`config.mk`:
```
export PLATFORM = sky130hd
export DESIGN_NAME = video_delay_line
export DESIGN_NICKNAME = d
export VERILOG_FILES = /design/src/rtl/video_delay_line.sv
export SDC_FILE = /design/constraint.sdc
export NUM_CORES = 1
export LEC_CHECK = 0
export CORE_ASPECT_RATIO = 0.6
export CORE_MARGIN = 4
export CORE_UTILIZATION = 45
export DETAILED_ROUTE_END_ITERATION = 7
export GPL_ROUTABILITY_DRIVEN = 0
export PLACE_DENSITY_LB_ADDON = 0.12
export REMOVE_ABC_BUFFERS = 1
export SYNTH_ARGS = -nofsm -noshare
export SYNTH_HDL_FRONTEND = slang
export SYNTH_SLANG_ARGS = --single-unit
```
`constraint.sdc`:
```
create_clock -name clk -period 2.2 [get_ports clk]
set_clock_uncertainty 0.15 [all_clocks]
set_input_delay 0.44 -clock clk [delete_from_list [all_inputs] [get_ports clk]]
set_output_delay 0.44 -clock clk [all_outputs]
set_load 0.05 [all_outputs]
```
`src/rtl/video_delay_line.sv`:
```
// Run-time programmable delay line for video sideband and pixel data.
// A sample taken on ce edge n is presented on data_out right after ce edge
// n+D-1. The delay D is reloadable. The primed flag marks the point where
// data_out carries a sample captured since the last reset or delay reload.
module video_delay_line #(
  parameter int               WIDTH     = 3,
  parameter int               MAX_DEPTH = 22,
  parameter int               DEF_DELAY = 22,
  parameter logic [WIDTH-1:0] RST_VAL   = '0,
  parameter bit               MASK_UNPR = 1'b1,
  localparam int              DW        = $clog2(MAX_DEPTH + 1)
) (
  input  logic             clk,
  input  logic             rst_n,
  input  logic             ce,
  input  logic             cfg_load,
  input  logic [DW-1:0]    delay_cfg,
  input  logic [WIDTH-1:0] data_in,
  output logic [WIDTH-1:0] data_out,
  output logic             primed
);

  // The output register counts as the last stage, so at most MAX_DEPTH-1
  // chain stages are needed. One dummy stage is kept when MAX_DEPTH=1 so
  // that the array never has zero size.
  localparam int SR_N = (MAX_DEPTH > 1) ? MAX_DEPTH - 1 : 1;
  localparam int IW   = (SR_N > 1) ? $clog2(SR_N) : 1;

  logic [WIDTH-1:0] sr_q [SR_N];
  logic [WIDTH-1:0] dout_q, dout_d;
  logic [WIDTH-1:0] tap;
  logic [DW-1:0]    d_q, d_d;
  logic [DW-1:0]    cnt_q, cnt_d;
  logic [DW-1:0]    cnt_inc;
  logic [DW-1:0]    cfg_clamped;
  logic             primed_q, primed_d;

  // Shift chain: stage k holds the sample captured k+1 ce edges ago.
  always_ff @(posedge clk) begin
    if (!rst_n) begin
      for (int i = 0; i < SR_N; i++) sr_q[i] <= RST_VAL;
    end else if (ce) begin
      sr_q[0] <= data_in;
      for (int i = 1; i < SR_N; i++) sr_q[i] <= sr_q[i-1];
    end
  end

  // Tap selection: for D=1 the output register loads data_in directly,
  // otherwise it loads chain stage D-2.
  always_comb begin
    tap = data_in;
    if (d_q > DW'(1)) tap = sr_q[IW'(d_q - DW'(2))];
  end

  // Clamp the requested delay into 1..MAX_DEPTH; the saturating fill count
  // never exceeds MAX_DEPTH, so a compare against D is always reachable.
  always_comb begin
    cfg_clamped = delay_cfg;
    if (delay_cfg == '0)                    cfg_clamped = DW'(1);
    else if (delay_cfg > DW'(MAX_DEPTH))    cfg_clamped = DW'(MAX_DEPTH);
    cnt_inc = (cnt_q == DW'(MAX_DEPTH)) ? cnt_q : cnt_q + DW'(1);
  end

  // Next-state for output data, delay, fill counter and primed flag. A
  // reload restarts priming but keeps the chain; a concurrent ce sample is
  // the first one counted toward the new delay.
  always_comb begin
    dout_d   = dout_q;
    d_d      = d_q;
    cnt_d    = cnt_q;
    primed_d = primed_q;
    if (ce) begin
      dout_d = tap;
      cnt_d  = cnt_inc;
      if (cnt_inc >= d_q) primed_d = 1'b1;
    end
    if (cfg_load) begin
      d_d      = cfg_clamped;
      cnt_d    = ce ? DW'(1) : '0;
      primed_d = 1'b0;
    end
  end

  // Control and output registers; reset overrides ce and cfg_load.
  always_ff @(posedge clk) begin
    if (!rst_n) begin
      dout_q   <= RST_VAL;
      d_q      <= DW'(DEF_DELAY);
      cnt_q    <= '0;
      primed_q <= 1'b0;
    end else begin
      dout_q   <= dout_d;
      d_q      <= d_d;
      cnt_q    <= cnt_d;
      primed_q <= primed_d;
    end
  end

  // Output masking selects between registers only, so there is no path
  // from any input to data_out within the same cycle.
  generate
    if (MASK_UNPR) begin : g_mask
      assign data_out = primed_q ? dout_q : RST_VAL;
    end else begin : g_raw
      assign data_out = dout_q;
    end
  endgenerate

  assign primed = primed_q;

endmodule

```
==> results of run 1 <==
==> per-stage QoR <==
stage	TNS (ns)	setup slack [ns]
after floorplan	-14.21	-0.697
after global placement	0	0.0580
after detailed placement	-0.0165	-0.0148
after CTS	0	0.00732
after global routing	-0.0926	-0.0926
final	0	0.0618
==> area by class of cell <==
cell class                 instances  area [sq um]  share of cell area, %
timing repair buffer              34           325                   7.25
multi-input combinational        183          1520                   33.8
tap                              108           135                   3.01
inverter                           8          30.0                  0.669
sequential                        77          2170                   48.5
clock buffer                      10           229                   5.10
clock inverter                     6          77.6                   1.73
==> cells in the mapped netlist (all sizes together) <==
| library cell | count |
|---|---|
| xnor2 | 4 |
| nand2b | 2 |
| xor2 | 2 |
| nor3 | 3 |
| ha | 9 |
| a21oi | 6 |
| nand4b | 1 |
| nor2b | 2 |
| nand3 | 4 |
| dfxtp | 14 |
| nor3b | 3 |
| a211o | 1 |
| o21ai | 8 |
| clkbuf | 18 |
| o22ai | 3 |
| and3 | 54 |
| o21ba | 1 |
| o211a | 1 |
| a21boi | 1 |
| inv | 8 |
| a21o | 2 |
| nand2 | 9 |
| nand4 | 1 |
| mux4 | 15 |
| nor2 | 11 |
| mux2i | 6 |
| and4b | 1 |
| a211oi | 4 |
| buf | 4 |
| edfxtp | 63 |
| nand3b | 1 |
| a221oi | 3 |
| o211ai | 2 |
| mux2 | 6 |
| or3 | 1 |
| a311oi | 1 |
| a22oi | 1 |
| and2 | 14 |
==> timing repair <==
item	CTS	global route
setup buffers	2	1
hold endpoints to repair	0	0
setup endpoints to repair	3	4
pin swaps	0	1
gates resized for setup	1	5
hold buffers	0	0
gates cloned	0	0
==> power breakdown <==
group | leakage [nW] | switching, mW | total [mW] | internal (mW)
Sequential | 0.811 | 0.0519 | 1.72 | 1.67
Clock | 0.151 | 0.568 | 1.55 | 0.982
Combinational | 0.962 | 0.169 | 0.341 | 0.172
Total | 1.92 | 0.789 | 3.61 | 2.82
==> worst reg2reg max path: stages, from the launching register on <==
cell and delay, ns:
sky130_fd_sc_hd__dfxtp_1 0.31, sky130_fd_sc_hd__inv_1 0.07, sky130_fd_sc_hd__ha_2 0.18, sky130_fd_sc_hd__and4b_1 0.24, sky130_fd_sc_hd__xnor2_1 0.13, sky130_fd_sc_hd__ha_1 0.24, sky130_fd_sc_hd__nand2b_1 0.14, sky130_fd_sc_hd__a21o_1 0.17
sky130_fd_sc_hd__a21o_1 0.18, sky130_fd_sc_hd__a21oi_2 0.12, sky130_fd_sc_hd__o21ai_0 0.09
==> logic make-up (layout without fill, tap and decap cells) <==
logic type / count (synthesis) / after routing
buffers and inverters: 30 / 58
XOR/XNOR: 6 / 6
multiplexers: 27 / 27
adder cells (fa/ha/maj): 9 / 9
AND/OR/NAND/NOR: 107 / 107
AO/OA/AOI/OAI: 34 / 34
flip-flops: 77 / 77
==> per-layer routing <==
| metal | GRT usage (%) | wire length (microns) |
|---|---|---|
| met1 | 26.8 | 4310 |
| met4 | 4.82 | 72 |
| met5 | 0 | 0 |
| met3 | 5.51 | 349 |
| met2 | 23.5 | 3290 |
==> sequential cells by signal, summed over array words and instances (netlist names) <==
signal	count
dout_q	3
cnt_q	5
sr_q	63
d_q	5
primed	1
==> worst max path at each step <==
stage                     cells past startpoint     start         to
after floorplan                               6    d_q[1]  dout_q[0]
after global placement                        7    d_q[1]  dout_q[1]
after detailed placement                      7    d_q[1]  dout_q[0]
after CTS                                    10  cnt_q[0]     primed
after global routing                         10  cnt_q[0]     primed
final                                        10  cnt_q[0]     primed
==> results.md, run 1 <==
- Clock latency on the worst-skew pair, taken at its later pin, is approximately 0.33 ns.
- Counting both buffers and inverters, the worst setup path holds a total of 1.
- The fraction of final layout cells with drive strength greater than 1 is around a fifth.
- The via count normalized by instance count is approximately 5.7.
- The clock-pin slew reported for the worst setup and hold paths after clock tree synthesis is 0.06 ns.
- The first global-routing pass estimated 13.4 mm of wire.
- The worst setup path is captured at a register.
- Setup repair after global routing could not meet its margin everywhere.
- The slew of the pin with the lowest slew margin is approximately 0.53 ns.
- The total congestion overflow after global routing is 0.
- The first-pass iteration count of the detailed router is 4.
- The final number of setup-violating endpoints is 0.
- The clock tree from TritonCTS is done.
- The total number of H-tree levels is 3.
- The type of element launching the critical path is a register.
- The total power per unit cell area is 805 nW/um^2.
- The full die area is 9980 sq um.
- The min-delay analysis places its worst path in the category reg2reg.
- The number of hold violations in the final report is 0.
- Of the total synthesized cell area, the portion taken by AND, OR, NAND and NOR gates is 16.5%.
- The vertical die dimension is 79.0 microns.
- For this run, design rule violations remaining after detail routing come to 0.
- The critical path class is reg2reg.
- The die is approximately 130 microns wide.
- The placement-stage cell area is 4120 sq um.
- The worst register-to-register path begins at cnt_q[0].
- The final core area utilization is 56.0%.
- The cell area after synthesis is 3780 sq um.
- Leaving out fill and tap cells, the most frequent cells in the layout are sky130_fd_sc_hd__edfxtp_1, sky130_fd_sc_hd__and3_1, sky130_fd_sc_hd__buf_4.
- The path with the worst hold slack has its endpoint at sr_q[18][1].
- The tool flagged a number of max-cap violations equal to 0.
- The fraction of synthesized area in multiplexers is 12.4%.
- Global routing used 17.5% of the available tracks across all layers.
- The cell depth of the worst hold path is 1.
- The relative slew slack is 64.2%.
- The kind of cell with the highest combined delay along the critical path is compound AO/OA/AOI/OAI gates.
- The worst register-to-register path has a depth of 10.
- The summed area of non-filler cells in the final layout is 4490 sq um.
- The synthesized netlist devotes 6.02% of its cell area to compound gates.
- For this design the static power due to leakage is approximately 1.9 nW.
- Input and output buffers added on the ports amount to 15.
- The total via count in the routed design is about 2400.
- The largest incremental delay on the critical path is 0.31 ns.
- In the synthesized netlist, the number of instances is 290.
- Once placement completed, the tool counted placed cells totaling 407.
- The data arrival time of the critical path is 2.21 ns.
- For this run, the register share of the synthesized area comes to around 57%.
- For this run, the number of Yosys warnings is 0.
- In this run the clock root is driven by a sky130_fd_sc_hd__clkbuf_16.
- The count of antenna diodes in the layout is 0.
- The signal on the critical path passes through inv_1, ha_2, and4b_1, xnor2_1, ha_1, nand2b_1, a21o_1, a21o_1, a21oi_2, o21ai_0.
- The estimated wirelength of the detail-placed design is 5.08 mm.
- Among the stages of the critical path, the cell type that occurs most often is sky130_fd_sc_hd__a21o_1.
- Once the floorplan was initialized, standard cells occupied 47.2% of the core.
- The library cell used most frequently in the layout, excluding fill and tap cells, is sky130_fd_sc_hd__edfxtp_1.
- The parity-gate share of the synthesized area counting xor and xnor cells is 1.39%.
- The main combinational cell family by area after synthesis is simple AND/OR/NAND/NOR gates.
- The endpoint of the most critical register-to-register path is primed.
- The overall power is 3.61 mW.
- The flow ran to the end, and the final reports show no timing, DRC or antenna violations.
- The area share of fa/ha/maj cells after synthesis is 2.98%.
- The number of antenna violations at the first check in global routing came to 0.
- The highest ir drop seen on vdd is 0.508 mV.
- The synthesized netlist contains 40 unique library cells.
- The portion of the clock cycle consumed by the worst path in the final layout is 97.2%.
- The aggregate routed wire length is 8.02 mm.
- The filler cells instantiated in the layout total ~700.
- At the worst endpoint, the required time is between 2 and 2.5 ns.
- The largest total area in the synthesized netlist belongs to sky130_fd_sc_hd__edfxtp_1.
- The largest fanout of any net on the critical path is 3.
- The worst hold-check slack is 0.396 ns.
- The register bit total from synthesis is 77.
- The clock period could shrink to 2.14 ns.
- The number of max-slew violations in the final report is 0.
- The iteration-0 DRC count of the detailed router is ~240.
- In this run the count of I/O pins placed on the die edge is 16.
- The count of nets left with antenna violations once routing finished came out at 0.
- The via count of the first global-routing pass is 2411.
- The source of the worst hold timing path is sr_q[17][1].
- Entering global routing, the biggest net connects 75 pins.
- On the critical path, the stage with the largest delay is an instance of sky130_fd_sc_hd__dfxtp_1.
- The fraction of post-synthesis cell area in the top cell type by area is 50.0%.
- The register-to-register path setup slack is 0.06 ns.
- The area growth from synthesis to final layout is 18.7%.
- The finished layout holds 426 standard cells, fillers aside.
- The number of nets in the finished design is 334.
- Sorting the synthesized cells by area gives the leading types as sky130_fd_sc_hd__edfxtp_1, sky130_fd_sc_hd__and3_1, sky130_fd_sc_hd__mux4_2.
- The average footprint of a synthesized cell is 13.0 sq um.
- The number of clock buffers added by TritonCTS is 9.
- The placeable core region is 8010 sq um.
- Derived from the worst setup path, the maximum achievable clock frequency is 468 MHz.
- After floorplanning, the core was divided into 25 placement rows.
- Dividing the detail-routed wire length by the instance count gives 18.8 microns.
- The clock tree buffer depth is 2.
- The sink count of the clock tree is 77.
Note: power is estimated with default switching activity, not from simulation.
==> run 2, diff against run 1 <==
==> constraint.sdc (replaced) <==
create_clock -name clk -period 2.3 [get_ports clk]
set_clock_uncertainty 0.15 [all_clocks]
set_input_delay 0.46 -clock clk [delete_from_list [all_inputs] [get_ports clk]]
set_output_delay 0.46 -clock clk [all_outputs]
set_load 0.05 [all_outputs]
==> results.md, run 2 (same netlist as run 1, synthesis figures left out) <==
- The number of max-slew violations in the final report came to 0.
- The area growth from synthesis to final layout is 15.6%.
- The number of buffers inserted for hold repair after clock tree synthesis is 0.
- The flow ran to the end, and the final reports show no timing, DRC or antenna violations.
- In the final layout, the share of cells above drive strength 1 is 16.8%.
- For this run, design rule violations remaining after detail routing come to 0.
- The first-pass iteration count of the detailed router is 4.
- The relative slew slack is 56.5%.
- The tool flagged a number of max-cap violations equal to 0.
- The clock tree from TritonCTS is done.
- sr_q holds more flip-flops than any other register.
- The category of the worst setup path capture point is a register.
- The number of routed nets with antenna violations is 0.
- The TritonCTS buffer count is 9.
- The area of all sequential standard cells is 2170 sq um.
- The first global-routing pass estimated 12.7 mm of wire.
- The placeable core region is between 8000 and 9000 sq um.
- The final core area utilization is 54.5%.
- The largest registers in the layout are sr_q x63, cnt_q x5, d_q x5.
- In this run the static leakage power is 1.90 nW.
- The number of antenna violations at the first check in global routing is 0.
- The highest ir drop seen on vdd is 0.467 mV.
- The via count normalized by instance count is 5.65.
- The overall power is 3.31 mW.
- The sum of negative setup slack is 0 ns.
- Setup repair after global routing could not meet its margin everywhere.
- The flip-flop count of the largest register, all copies and words added is between 60 and 70.
- In the final routed layout, each cell accounts on average for 18.3 microns.
- The iteration-0 DRC count of the detailed router is 247.
- The achievable clock frequency is 444 MHz.
- The slew of the pin with the lowest slew margin is 0.652 ns.
- The worst hold path passes through 2 cells.
- Detailed placement finished with a half-perimeter wire length of 4.77 mm.
- Of the available clock period, the critical path in the final layout requires 98.0%.
- The clock drives 77 sinks.
- The setup path with the least slack is of type reg2reg.
- Data arrives at the worst endpoint at 2.33 ns.
- The number of antenna diodes in the final layout is 0.
- After the last flow step, the layout net total stands at 326.
- The critical path data required time is 2.37 ns.
- The total overflow left after global routing is 0.
- Entering global routing, the biggest net connects 75 pins.
- CTS built an H-tree with a depth of 3.
- The via count of the first global-routing pass is 2366.
- The die covers approximately 10000 sq um.
- The worst hold-check slack is 0.381 ns.
- The smallest clock period supported by the final layout is computed as roughly 2.3 ns.
- The routed design has 7.67 mm of wire.
- Power spread over the standard cell area amounts to 757 nW/um^2.
- In this run the core area contains 25 standard-cell rows.
- Once placement finished, the instance area stood at just over 4000 sq um.
- The class of the worst hold path is reg2reg.
- The count of pins on the block boundary is 16.
- Setup violations remaining at the end of the flow were counted as 0.
- Across all layers, the routed design uses 2360 vias.
- Summing all multi-input logic gate instances after layout gives 1500 sq um.
- The most frequent standard cell in the layout excluding fill and tap cells is sky130_fd_sc_hd__edfxtp_1.
- Global routing consumed, over all layers together, 16.7% of the routing resources.
- Measured along the y axis, the die boundary spans 79.0 microns.
- For this configuration, the core starts out at a cell density of a little under half.
- The non-filler instance count after layout is around 420.
- The root buffer cell chosen for the clock tree is sky130_fd_sc_hd__clkbuf_16.
- Setup slack on the critical path of the routed design comes to between 0.04 and 0.05 ns.
- The number of inserted filler cells in the final layout is 690.
- Along the worst path, the maximum fanout reaches 4.
- The library cells used most frequently in the layout, excluding fill and tap cells, are sky130_fd_sc_hd__edfxtp_1, sky130_fd_sc_hd__and3_1, sky130_fd_sc_hd__and2_1, sky130_fd_sc_hd__mux4_2, sky130_fd_sc_hd__dfxtp_1.
- The source-to-sink clock delay at the later pin of the worst-skew pair is 0.34 ns.
- The die is 126 microns wide.
- Including well taps, the total number of placed cells is 402.
- Port buffering added 15 buffers.
- The number of hold violations in the final report is 0.
- No sink is reached through more buffers than the 2 on the longest clock path.
- In this run the post-CTS setup repair buffer count came out at 0.
- Clock-pin slew was measured on the worst setup and hold paths at roughly 0.060 ns.
- Post-CTS repair changed the size of 0 cells.
- The type of element launching the critical path is a register.
- OpenSTA, run right after detailed placement, puts the worst setup slack at between 0.03 and 0.04 ns.
- The depth of the most critical reg-to-reg path is 10.
- The summed area of non-filler cells in the final layout is 4370 sq um.
[run 2: worst max-delay path, cell delays in order, from the launching register on]
cell and delay (ns):
sky130_fd_sc_hd__dfxtp_2 0.35, sky130_fd_sc_hd__inv_1 0.08, sky130_fd_sc_hd__ha_1 0.22, sky130_fd_sc_hd__and4b_1 0.21, sky130_fd_sc_hd__xnor2_1 0.15, sky130_fd_sc_hd__ha_1 0.24
sky130_fd_sc_hd__nand2b_1 0.14, sky130_fd_sc_hd__a21o_1 0.17, sky130_fd_sc_hd__a21o_1 0.17, sky130_fd_sc_hd__a21oi_1 0.17, sky130_fd_sc_hd__o21ai_0 0.10
[run 2: final cells by class]
class                      instances  area share, %
sequential                        77           49.8
multi-input combinational        183           34.3
timing repair buffer              26           5.73
clock buffer                      10           5.24
tap                              108           3.09
clock inverter                     6           1.23
inverter                           8          0.687
[run 2: final timing paths]
kind	startpoint	end	slack, ns
hold / removal	cnt_q[1]	cnt_q[1]	0.38
setup reg to reg	cnt_q[0]	primed	0.05
hold reg to reg	cnt_q[1]	cnt_q[1]	0.38
setup / recovery	cnt_q[0]	primed	0.05
[run 2: per-layer routing]
layer  wire length (microns)  global-route usage [%]
met2                    2960                    22.0
met3                     378                    5.65
met4                     107                    5.35
met1                    4230                    25.5
met5                       0                       0
[run 2: where the power goes]
part	internal, mW	total [mW]	switching, mW	leakage, nW
Combinational	0.147	0.296	0.149	0.940
Sequential	1.60	1.65	0.0517	0.812
Clock	0.828	1.36	0.532	0.143
Total	2.57	3.31	0.732	1.90
